[src/rtl/uart_tx_pkg.sv]
// Shared types and constants for the UART word transmitter.
package uart_tx_pkg;

  localparam int unsigned BITS_PER_BYTE        = 8;
  localparam int unsigned WORD_BYTES           = 4;
  localparam int unsigned DEFAULT_CLKS_PER_BIT = 434;

  typedef enum logic [2:0] {
    IDLE,
    START,
    DATA,
    STOP,
    DONE
  } tx_state_e;

  // Map sample as sent on the wire, b3 first.
  typedef struct packed {
    logic [7:0] b3;
    logic [7:0] b2;
    logic [7:0] b1;
    logic [7:0] b0;
  } tx_word_t;

  function automatic logic [7:0] word_byte(input tx_word_t w, input logic [1:0] idx);
    logic [7:0] b;
    case (idx)
      2'd0:    b = w.b3;
      2'd1:    b = w.b2;
      2'd2:    b = w.b1;
      default: b = w.b0;
    endcase
    return b;
  endfunction

endpackage

[src/rtl/uart_word_tx_if.sv]
// Word handshake between the map FSM (master) and the UART stage (slave).
interface uart_word_tx_if;

  logic        random_write;
  logic [31:0] random_sequance;
  logic        write_complete;
  logic        busy;

  modport master (
    output random_write,
    output random_sequance,
    input  write_complete,
    input  busy
  );

  modport slave (
    input  random_write,
    input  random_sequance,
    output write_complete,
    output busy
  );

endinterface

[src/rtl/uart_baud_tick.sv]
// Free-running bit-period counter; tick is high during the last cycle of each period.
module uart_baud_tick
  import uart_tx_pkg::*;
#(
  parameter int unsigned CLKS_PER_BIT = DEFAULT_CLKS_PER_BIT
) (
  input  logic clk,
  input  logic reset1,
  input  logic clear,
  output logic tick
);

  localparam int unsigned CNT_W = (CLKS_PER_BIT > 2) ? $clog2(CLKS_PER_BIT) : 1;
  localparam logic [CNT_W-1:0] LAST = CNT_W'(CLKS_PER_BIT - 1);

  logic [CNT_W-1:0] cnt;
  logic [CNT_W-1:0] cnt_nxt;

  always_comb begin
    cnt_nxt = cnt + CNT_W'(1);
    if (clear || (cnt == LAST)) cnt_nxt = '0;
  end

  // tick is registered from the next count so it lines up with cnt == LAST.
  always_ff @(posedge clk or negedge reset1) begin
    if (!reset1) begin
      cnt  <= '0;
      tick <= 1'b0;
    end else begin
      cnt  <= cnt_nxt;
      tick <= (cnt_nxt == LAST);
    end
  end

endmodule

[src/rtl/uart_word_tx.sv]
// Sends one 32-bit map sample as four (or five with sync byte) 8N1 UART bytes, MSB byte first.
module uart_word_tx
  import uart_tx_pkg::*;
#(
  parameter int unsigned CLKS_PER_BIT = DEFAULT_CLKS_PER_BIT,
  parameter bit          HEADER_EN    = 1'b0,
  parameter logic [7:0]  HEADER_BYTE  = 8'hA5
) (
  input  logic           clk,
  input  logic           reset1,
  uart_word_tx_if.slave  bus,
  output logic           txd
);

  localparam int unsigned N_BYTES   = WORD_BYTES + (HEADER_EN ? 1 : 0);
  localparam logic [2:0]  LAST_BYTE = 3'(N_BYTES - 1);
  localparam logic [2:0]  LAST_BIT  = 3'(BITS_PER_BYTE - 1);

  tx_state_e  state, state_nxt;
  tx_word_t   word_q, word_nxt;
  logic [2:0] bit_idx, bit_nxt;
  logic [2:0] byte_idx, byte_nxt;
  logic       txd_q, txd_nxt;
  logic       busy_q, busy_nxt;
  logic       wc_q, wc_nxt;

  logic       tick;
  logic       baud_clr_c;
  logic [1:0] data_idx_c;
  logic [7:0] cur_byte_c;
  logic [2:0] next_bit_c;

  uart_baud_tick #(
    .CLKS_PER_BIT (CLKS_PER_BIT)
  ) u_baud (
    .clk    (clk),
    .reset1 (reset1),
    .clear  (baud_clr_c),
    .tick   (tick)
  );

  // Counter is held at zero while waiting so acceptance starts a fresh bit period.
  assign baud_clr_c = (state == IDLE) || (state == DONE);

  // With the sync byte in slot 0, data slots are shifted up by one.
  assign data_idx_c = HEADER_EN ? 2'(byte_idx - 3'd1) : byte_idx[1:0];
  assign cur_byte_c = (HEADER_EN && (byte_idx == 3'd0)) ? HEADER_BYTE
                                                        : word_byte(word_q, data_idx_c);
  assign next_bit_c = 3'(bit_idx + 3'd1);

  always_comb begin
    state_nxt = state;
    word_nxt  = word_q;
    bit_nxt   = bit_idx;
    byte_nxt  = byte_idx;
    txd_nxt   = txd_q;
    busy_nxt  = busy_q;
    wc_nxt    = wc_q;

    case (state)
      IDLE: begin
        txd_nxt  = 1'b1;
        busy_nxt = 1'b0;
        wc_nxt   = 1'b0;
        if (bus.random_write) begin
          word_nxt  = tx_word_t'(bus.random_sequance);
          byte_nxt  = 3'd0;
          bit_nxt   = 3'd0;
          busy_nxt  = 1'b1;
          txd_nxt   = 1'b0;
          state_nxt = START;
        end
      end
      START: begin
        if (tick) begin
          bit_nxt   = 3'd0;
          txd_nxt   = cur_byte_c[0];
          state_nxt = DATA;
        end
      end
      DATA: begin
        if (tick) begin
          if (bit_idx == LAST_BIT) begin
            txd_nxt   = 1'b1;
            state_nxt = STOP;
          end else begin
            bit_nxt = next_bit_c;
            txd_nxt = cur_byte_c[next_bit_c];
          end
        end
      end
      STOP: begin
        if (tick) begin
          if (byte_idx == LAST_BYTE) begin
            wc_nxt    = 1'b1;
            state_nxt = DONE;
          end else begin
            byte_nxt  = 3'(byte_idx + 3'd1);
            txd_nxt   = 1'b0;
            state_nxt = START;
          end
        end
      end
      DONE: begin
        txd_nxt = 1'b1;
        if (!bus.random_write) begin
          wc_nxt    = 1'b0;
          busy_nxt  = 1'b0;
          state_nxt = IDLE;
        end
      end
      default: begin
        txd_nxt   = 1'b1;
        busy_nxt  = 1'b0;
        wc_nxt    = 1'b0;
        state_nxt = IDLE;
      end
    endcase
  end

  always_ff @(posedge clk or negedge reset1) begin
    if (!reset1) begin
      state    <= IDLE;
      word_q   <= '0;
      bit_idx  <= '0;
      byte_idx <= '0;
      txd_q    <= 1'b1;
      busy_q   <= 1'b0;
      wc_q     <= 1'b0;
    end else begin
      state    <= state_nxt;
      word_q   <= word_nxt;
      bit_idx  <= bit_nxt;
      byte_idx <= byte_nxt;
      txd_q    <= txd_nxt;
      busy_q   <= busy_nxt;
      wc_q     <= wc_nxt;
    end
  end

  assign txd                = txd_q;
  assign bus.busy           = busy_q;
  assign bus.write_complete = wc_q;

endmodule
[src/flat_wrapper.sv]
// flat-port wrapper written by rule: the top's interface ports become plain ports
module uart_word_tx_flat import uart_tx_pkg::*;
#(
  parameter int unsigned CLKS_PER_BIT = DEFAULT_CLKS_PER_BIT,
  parameter bit          HEADER_EN    = 1'b0,
  parameter logic [7:0]  HEADER_BYTE  = 8'hA5
)
  (clk, reset1, txd, bus_random_write, bus_random_sequance, bus_write_complete, bus_busy);
  uart_word_tx_if bus_i ();
  input  logic clk;
  input  logic reset1;
  output logic txd;
  input wire logic [$bits(bus_i.random_write)-1:0] bus_random_write;
  input wire logic [$bits(bus_i.random_sequance)-1:0] bus_random_sequance;
  output wire logic [$bits(bus_i.write_complete)-1:0] bus_write_complete;
  output wire logic [$bits(bus_i.busy)-1:0] bus_busy;
  assign bus_i.random_write = bus_random_write;
  assign bus_i.random_sequance = bus_random_sequance;
  assign bus_write_complete = bus_i.write_complete;
  assign bus_busy = bus_i.busy;
  uart_word_tx #(.CLKS_PER_BIT(CLKS_PER_BIT), .HEADER_EN(HEADER_EN), .HEADER_BYTE(HEADER_BYTE)) u_core (.clk(clk), .reset1(reset1), .bus(bus_i), .txd(txd));
endmodule
[config.mk]
export PLATFORM = sky130hd
export DESIGN_NAME = uart_word_tx_flat
export DESIGN_NICKNAME = d
export VERILOG_FILES = /design/src/rtl/uart_tx_pkg.sv /design/src/rtl/uart_word_tx_if.sv /design/src/rtl/uart_baud_tick.sv /design/src/rtl/uart_word_tx.sv /design/src/flat_wrapper.sv
export SDC_FILE = /design/constraint.sdc
export NUM_CORES = 1
export LEC_CHECK = 0
export BUFFER_PORTS_ARGS = -buffer_cell sky130_fd_sc_hd__buf_2
export CORE_MARGIN = 3
export CORE_UTILIZATION = 36
export DETAILED_ROUTE_END_ITERATION = 12
export GPL_TIMING_DRIVEN = 0
export HOLD_SLACK_MARGIN = 0.02
export PLACE_DENSITY = 0.51
export SYNTH_ARGS = -nofsm -noshare
export SYNTH_HDL_FRONTEND = slang
export SYNTH_SLANG_ARGS = --single-unit
export TNS_END_PERCENT = 30
[constraint.sdc]
create_clock -name clk -period 3.3 [get_ports clk]
set_input_delay 0.165 -clock clk [delete_from_list [all_inputs] [get_ports clk]]
set_output_delay 0.165 -clock clk [all_outputs]
set_load 0.02 [all_outputs]
# Word level (Yosys, flattened, before mapping)
# Index checks and enable logic that the tools add are counted.
# op_classes
add_sub_neg,3
magnitude_cmp,1
n_eq_ne,19
mux,33
n_bitwise,2
reduce_logical,15
# op_table
cell,count
two-way mux 3 bit,13
case mux 8 bit (3 select lines),1
"equality test 9 bit, second input constant",2
case mux 3 bit (5 select lines),1
"!= test 2 bit, second input constant",7
AND reduction 4 bit,3
two-way mux 1 bit,11
"adder 9 x 1 -> 9 bit, second input constant",1
"equality test 3 x 2 -> 1 bit, second input constant",3
two-way mux 9 bit,1
case mux 3 bit (3 select lines),1
"adder 3 x 1 -> 3 bit, second input constant",2
"equality test 3 bit, second input constant",2
case mux 1 bit (3 select lines),2
case mux 3 bit (2 select lines),1
AND reduction 6 bit,1
AND reduction 5 bit,1
"less-than comparator 3 x 4 -> 1 bit, second input constant",1
"!= test 2 x 1 -> 1 bit, second input constant",2
case mux 1 bit (4 select lines),1
AND reduction 2 bit,2
binary-select mux 1 bit (select 3 bit),1
"equality test 3 x 1 -> 1 bit, second input constant",1
logical NOT 3 bit,1
other kinds (9),11
# word_totals
ff_bits,54
word_cells,85

# Depth between registers and ports, before layout
# Gate-level depths: netlist (run 1).
# logic_depth
ltp_word,7
mapped_depth,8

# Modules after synthesis
# From an unflattened synthesis (run 1), not the netlist that was laid out.
# unflattened
hier_cells,242
hier_area_um2,2800.2
# by_module_without_submodules
mod,n_inst,cells_each,area_per_inst_um2
uart_word_tx,1,191,2262.2
uart_baud_tick,1,51,538.0

# Least setup slack after synthesis (run 1)
# No wires, ideal clock.
# synth_timing
path_kind,register to register
start,reg u_core.byte_idx[0]
end,"reg u_core.txd_q, in the netlist u_core.txd"
t_arrival_ps,1728
path_slack_ps,1483
path_stages_with_launch,9
path_buffers,1
cell_sequence,dfrtp_1 -> inv_1 -> ha_1 -> buf_2 -> a222oi_1 -> mux4_2 -> mux2i_1 -> a221oi_1 -> a21oi_1
# synth_between
elab_chain_len,7
word_cells_on_any_way,13
# synth_lines
element,line,rtl
start: declaration,uart_word_tx.sv:22,"logic [2:0] byte_idx, byte_nxt;"
start signal: assignment,uart_word_tx.sv:134,byte_idx <= byte_nxt;
equality test 2 bit (tied with other cells),uart_tx_pkg.sv:26,case (idx)
case mux 8 bit (3 select lines),uart_tx_pkg.sv:26,
binary-select mux 1 bit (select 3 bit),uart_word_tx.sv:88,txd_nxt = cur_byte_c[next_bit_c];
two-way mux 1 bit (implied by the code),uart_word_tx.sv:88,
two-way mux 1 bit,uart_word_tx.sv:83,if (bit_idx == LAST_BIT) begin
two-way mux 1 bit,uart_word_tx.sv:82,if (tick) begin
case mux 1 bit (4 select lines),uart_word_tx.sv:60,case (state)
end signal: assignment,uart_word_tx.sv:135,txd_q <= txd_nxt;
end: declaration,uart_word_tx.sv:23,"logic txd_q, txd_nxt;"
# Parallel ways exist; a longest one is shown, timed or not. The select of a mux whose other input is x is not followed.
# A chain may end at the register's enable or synchronous reset.

# Final worst setup path (run 1)
# Ends and elaborated chain as after synthesis.

==> out/metrics.cfg, run 1 <==
[status]
outcome = finished clean

[finish]
fillers = 732
final_nets = 332
syn_to_final_growth_pct = 15.53
final_cell_mix = 53 x dfrtp_1, 42 x buf_2, 29 x mux2_2
layout_commonest_cell = dfrtp_1
antenna_cells = 0
drive_gt1_share_pct = 32.18

[timing]
finalCritPeriodShare_pct = 68.74
fin_ws_ns = 1.031
slew_violations = 0
tightest_slew_ns = 1.205
final-hold-violation-count = 0
timing.fmax_mhz = 440.8
relSlewSlack_pct = 19.65
tns_ns = 0
rsz0062_at_grt = no
min_period_ns = 2.269
clock_skew_ns = 0.009937
setup_viol = 0

[routing]
drt_iter0_markers = 82
routed_wl_um = 5737
wire_per_inst_um = 14.79
drc = 0
vias_per_cell = 5.113
dr.pass1.iters = 6
antenna_left = 0
vias = 1984

[setup_path]
arrival_ns = 2.51
slowest_stage = a222oi_1
path_cells = inv_1, ha_1, buf_2, a222oi_1, mux4_2, mux2i_1, a221oi_1, a21oi_1
r2r-start = u_core.byte_idx[0]
slowest_delay_ns = 0.47
crit_path_end_kind = flop
path_max_fanout = 8
r2r_setup_slack_ns = 1.03
critPathLaunchType = flop
critPathRequiredTime_ns = 3.54
rr_worst_depth = 8
r2r-end = u_core.txd
critPathKind = reg2reg

[placed_design]
place_ws_ns = 1.070
dp_hpwl_um = 4058
port_buffers = 37
place_congestion = 0.7726

[yosys]
yosys_register_bits = 54
synth_cells = 244
synth_enable_flop_cells = 0
syn_nets = 288
synthArstFlopShare_pct = 100.0
netlist_area_um2 = 2740
syn_avg_cell_area_um2 = 11.23
yosys_warnings = 0
synth.distinct_cells = 53
synth_top_flop_cell = dfrtp_1
yosysSeqAreaShare_pct = 49.36

[grt]
track_usage_pct = 14.12
antenna_found_initial = 0
grt_overflow_total = 0
grt_pass1_vias = 1924
grt_pass1_wl_um = 9666
grt_max_degree = 55

[power_and_ir_drop]
power_density_nw_per_um2 = 680.8
p_clk_share_pct = 21.8
p_leak_nw = 1.415
p_int_mw = 1.489
swShare_pct = 30.90
seqPwrFrac_pct = 48.8
ir_worst_vdd_v = 0.0002453
p_sw_mw = 0.6659
comb_power_share_pct = 29.4

[cts]
clk_pin_slew_ns = 0.10
numCtsBuffers = 5
root_buffer = clkbuf_8
ctsLongestPathBuffers = 2
clock_latency_ns = 0.32
ctsResizeCount = 0
holdBufCountCts = 0
cts.sinks = 54
cts_tree = done
cts_setup_buffers = 0
htree_levels = 2

[hold_path]
hold_start = bus_random_sequance[7]
whs_path_depth = 3
min_to = u_core.word_q[7]
hold_path_class = in2reg

[floorplan]
core_area_um2 = 7331
row_count = 31
io_pins = 38
die_h_um = 93.25
die_width_um = 93.25
start_util_pct = 37.38
fp.dieArea_um2 = 8695

[run]
cap_violations = 0

[metrics by stage]
| stage | util (%) | hold slack (ns) | instances | instance area, um2 | power [mW] |
|---|---|---|---|---|---|
| after floorplan | - | -0.1306 | 244 | 2740 | 1.521 |
| after global placement | 41.59 | 0.3668 | 380 | 3049 | 1.690 |
| after detailed placement | 41.59 | 0.3749 | 380 | 3049 | 1.705 |
| after CTS | 43.18 | 0.04259 | 388 | 3166 | 2.177 |
| after global routing | 43.18 | 0.05481 | 388 | 3166 | 2.309 |
| final | 43.18 | 0.04523 | 388 | 3166 | 2.155 |
[routing by layer]
layer / global-route usage, % / routed length (um) / vias to the layer above / part of all wire, %
met5: 0 / 0 / - / 0
met4: 3.663 / 73 / 0 / 1.3
met3: 3.057 / 192 / 5 / 3.3
met2: 21.32 / 2576 / 33 / 45
met1: 20.53 / 2895 / 982 / 50
li1: - / - / 964 / -
[worst max-delay path by stage]
| stage | endpoint | cells past startpoint | slack, ns | start |
|---|---|---|---|---|
| floorplan | u_core.txd | 8 | 1.48 | u_core.byte_idx[0] |
| global placement | u_core.txd | 8 | 1.07 | u_core.byte_idx[0] |
| detailed placement | u_core.txd | 7 | 1.07 | u_core.byte_idx[0] |
| CTS | u_core.txd | 7 | 1.04 | u_core.byte_idx[0] |
| global route | u_core.txd | 7 | 0.81 | u_core.byte_idx[0] |
| finish | u_core.txd | 8 | 1.03 | u_core.byte_idx[0] |
[synthesized netlist by cell type, types with 3 or more instances]
cell      count  share of area (%)
mux2_2       29                 12
inv_1        10                1.4
and4_1        3               0.96
nand2_1      19                2.6
clkbuf_1      4               0.55
mux2i_1       6                2.2
dfrtp_1      53                 48
ha_1          9                4.1
xnor2_1       3               0.96
nor2_1       20                2.7
buf_2         5               0.91
o21ai_0       8                1.5
xor2_1        4                1.3
a222oi_1      5                1.8
buf_4         4                1.1
nand3_1       5               0.91
nand2b_1      3               0.69
a21oi_1       8                1.5
[worst max-delay path, delay by kind of cell, from the launching register on]
kind            cells  cell delay (ns)
compound gates      3             0.91
fa+ha+maj           1             0.19
buf+inv             2             0.26
flops               1             0.43
mux                 2             0.40
[area by class of cell]
type | count | area [um2] | share of cell area (%)
Sequential cell | 54 | 1353 | 42.73
Multi-Input combinational cell | 164 | 1261 | 39.84
Timing Repair Buffer | 37 | 185.2 | 5.850
Tap cell | 99 | 123.9 | 3.913
Buffer | 15 | 85.08 | 2.688
Clock buffer | 5 | 68.82 | 2.174
Clock inverter | 3 | 47.55 | 1.502
Inverter | 11 | 41.29 | 1.304
[state kept, by name (all words and copies together) (netlist names)]
register                   flops
u_core.u_baud.tick             1
u_core.bus.busy                1
u_core.state                   3
u_core.word_q                 32
u_core.bus.write_complete      1
u_core.txd                     1
u_core.u_baud.cnt              9
u_core.bit_idx                 3
u_core.byte_idx                3
[power groups by stage]
stage / clock [mW] / combinational (mW) / sequential, mW
2_1_floorplan: 0 / 0.480 / 1.04
3_3_place_gp: 0 / 0.628 / 1.06
3_5_place_dp: 0 / 0.635 / 1.07
4_1_cts: 0.481 / 0.642 / 1.05
5_1_grt: 0.503 / 0.722 / 1.08
6_report: 0.470 / 0.633 / 1.05
[logic make-up (layout without fill, tap and decap cells)]
family / after synthesis / count (layout) / synth area share (%)
compound gates: 43 / 43 / 11.05
xor+xnor: 7 / 7 / 2.237
fa+ha+maj: 9 / 9 / 4.110
buf+inv: 26 / 71 / 4.611
flops: 54 / 54 / 49.36
mux: 39 / 39 / 16.58
simple gates: 66 / 66 / 12.05
Power figures use the tool's default switching activity.
==> run 2, diff against run 1 <==
Clock period 3.3 ns to 2.2 ns, I/O delays scaled along.
==> run 2 against run 1 <==
  * Maximum frequency is 7.3% higher
  * Clock power increased by 50%
  * Via count grew 3.8%
  * Global-route usage up 0.58 points
  * Design area rose by 10%
  * Combinational power rose by 63%
  * Register-to-register slack worse by 0.95 ns
  * Sequential cell count is the same
  * Worst setup slack lost 0.95 ns
==> out/metrics.cfg, run 2 (synthesis results as in run 1) <==
[timing]
slew_violations = 0  ; unchanged
timing.fmax_mhz = 473.1  ; +7.3%
fin_ws_ns = 0.08640  ; -0.9450 ns
setup_viol = 0  ; unchanged
final-hold-violation-count = 0  ; unchanged
finalCritPeriodShare_pct = 96.07  ; +27 points
relSlewSlack_pct = 19.41  ; -0.24 points
tightest_slew_ns = 1.209  ; +0.003626 ns
clock_skew_ns = 0.01352  ; +0.003579 ns
min_period_ns = 2.114  ; -0.1550 ns

[setup_path]
r2r-end = u_core.txd
critPathTopFamily = compound AO/OA/AOI/OAI gates
critPathKind = reg2reg
crit_buf_inv = 1  ; -1
critPathRequiredTime_ns = 2.44  ; -1.10 ns
path_cells = inv_2, ha_4, a222oi_1, mux4_2, mux2i_2, a221oi_2, a21oi_2
slowest_stage = a222oi_1
crit_path_end_kind = flop
critPathLaunchType = flop
arrival_ns = 2.35  ; -0.16 ns
r2r_setup_slack_ns = 0.09  ; -0.95 ns
path_max_fanout = 8  ; unchanged
rr_worst_depth = 7  ; -1
slowest_delay_ns = 0.51  ; +0.04 ns
r2r-start = u_core.byte_idx[0]

[placed_design]
dp_hpwl_um = 4058  ; unchanged
dp_cells = 380  ; unchanged
place_congestion = 0.7726  ; unchanged
place_ws_ns = -0.03021  ; -1.100 ns
port_buffers = 37  ; unchanged

[finish]
final_cell_mix = 53 x dfrtp_1, 41 x buf_2, 29 x mux2_2
largest_reg_flops = 32  ; unchanged
layout_commonest_cell = dfrtp_1
finalNonFillerCells = 414  ; +6.7%
syn_to_final_growth_pct = 27.12
drive_gt1_share_pct = 33.33  ; +1.2 points
reg_top3 = u_core.word_q x32, u_core.u_baud.cnt x9
fillers = 711  ; -2.9%
antenna_cells = 0  ; unchanged
top_register = u_core.word_q
final_nets = 358  ; +7.8%

[cts]
root_buffer = clkbuf_8
cts_tree = done
clock_latency_ns = 0.32  ; about the same
htree_levels = 2  ; unchanged
ctsLongestPathBuffers = 2  ; unchanged
numCtsBuffers = 5  ; unchanged
clk_pin_slew_ns = 0.10  ; about the same
cts.sinks = 54  ; unchanged

[grt]
grt_overflow_total = 0  ; unchanged
antenna_found_initial = 0  ; unchanged
track_usage_pct = 14.70  ; +0.58 points
grt_pass1_vias = 2034  ; +5.7%
grt_max_degree = 55  ; unchanged
grt_pass1_wl_um = 10090  ; +4.4%

[status]
outcome = finished clean

[routing]
vias_per_cell = 4.973  ; -2.7%
routed_wl_um = 5907  ; +3.0%
dr.pass1.iters = 6  ; unchanged
drt_iter0_markers = 93  ; +13%
vias = 2059  ; +3.8%
drc = 0  ; unchanged
antenna_left = 0  ; unchanged
wire_per_inst_um = 14.27  ; -3.5%

[floorplan]
core_area_um2 = 7331  ; unchanged
fp.dieArea_um2 = 8695  ; unchanged
row_count = 31  ; unchanged
die_h_um = 93.25  ; unchanged
io_pins = 38  ; unchanged
die_width_um = 93.25  ; unchanged
start_util_pct = 37.38  ; unchanged

[hold_path]
hold_start = bus_random_sequance[3]
min_to = u_core.word_q[3]
hold_path_class = in2reg
whs_path_depth = 2  ; -1

[power_and_ir_drop]
power_density_nw_per_um2 = 950.4  ; +40%
p_leak_nw = 1.545  ; +9.2%
ir_worst_vdd_v = 0.0003933  ; +60%
p_total_mw = 3.310  ; +54%

[run]
cap_violations = 0  ; unchanged

## run 2: what timing repair did
item                                    in CTS  in global routing
resized for setup                            1                 14
endpoints found under the setup margin       1                  1
pin swaps                                    1                  4
hold endpoints to repair                    23                  0
setup buffers                                3                  2
hold buffers                                23                  0
## run 2: how the worst max path moves through the flow
stage | startpoint | to | slack (ns) | cells after the start
after floorplan | u_core.byte_idx[0] | u_core.txd | 0.38 | 8
after global placement | u_core.byte_idx[0] | u_core.txd | -0.03 | 8
after detailed placement | u_core.byte_idx[0] | u_core.txd | -0.03 | 7
after CTS | u_core.byte_idx[0] | u_core.txd | 0.009 | 8
after global routing | u_core.byte_idx[0] | u_core.txd | -0.004 | 9
final | u_core.byte_idx[0] | u_core.txd | 0.09 | 7
## run 2: layout make-up
type                       count  area [um2]  share of cell area (%)
buffer                        13       76.32                   2.191
clock buffer                   5       68.82                   1.976
clock inverter                 3       47.55                   1.365
inverter                      11       41.29                   1.185
multi-input combinational    164        1320                   37.90
sequential                    54        1353                   38.83
tap                           99       123.9                   3.556
timing repair buffer          65       452.9                   13.00
## run 2: per-layer routing
layer,up-vias,track usage [%],share of wire [%]
met5,-,0,0
met4,0,3.663,0.93
met3,4,3.057,3.2
met2,29,22.99,46
met1,1011,20.84,50
li1,1015,-,-
## run 2: stage by stage
step                      instance area (um2)  hold slack, ns  util, %  setup TNS [ns]
final                                    3483         0.02375    47.52               0
after global routing                     3483         0.02536    47.52       -0.003579
after global placement                   3049          0.3118    41.59        -0.02799
after detailed placement                 3049          0.3199    41.59        -0.03021
after floorplan                          2740         -0.1856        -               0
after CTS                                3421         0.02078    46.66               0
## run 2: report_power, final
part | switching (mW) | internal (mW) | total, mW
sequential | 0.210 | 1.37 | 1.58
combinational | 0.458 | 0.573 | 1.03
clock | 0.357 | 0.346 | 0.703
total | 1.02 | 2.29 | 3.31
## run 2: worst reg2reg max path, cell delays in order (launching register included)
cell and delay (ns):
dfrtp_1 0.44, inv_2 0.09, ha_4 0.20, a222oi_1 0.52, mux4_2 0.36, mux2i_2 0.08
a221oi_2 0.27, a21oi_2 0.08
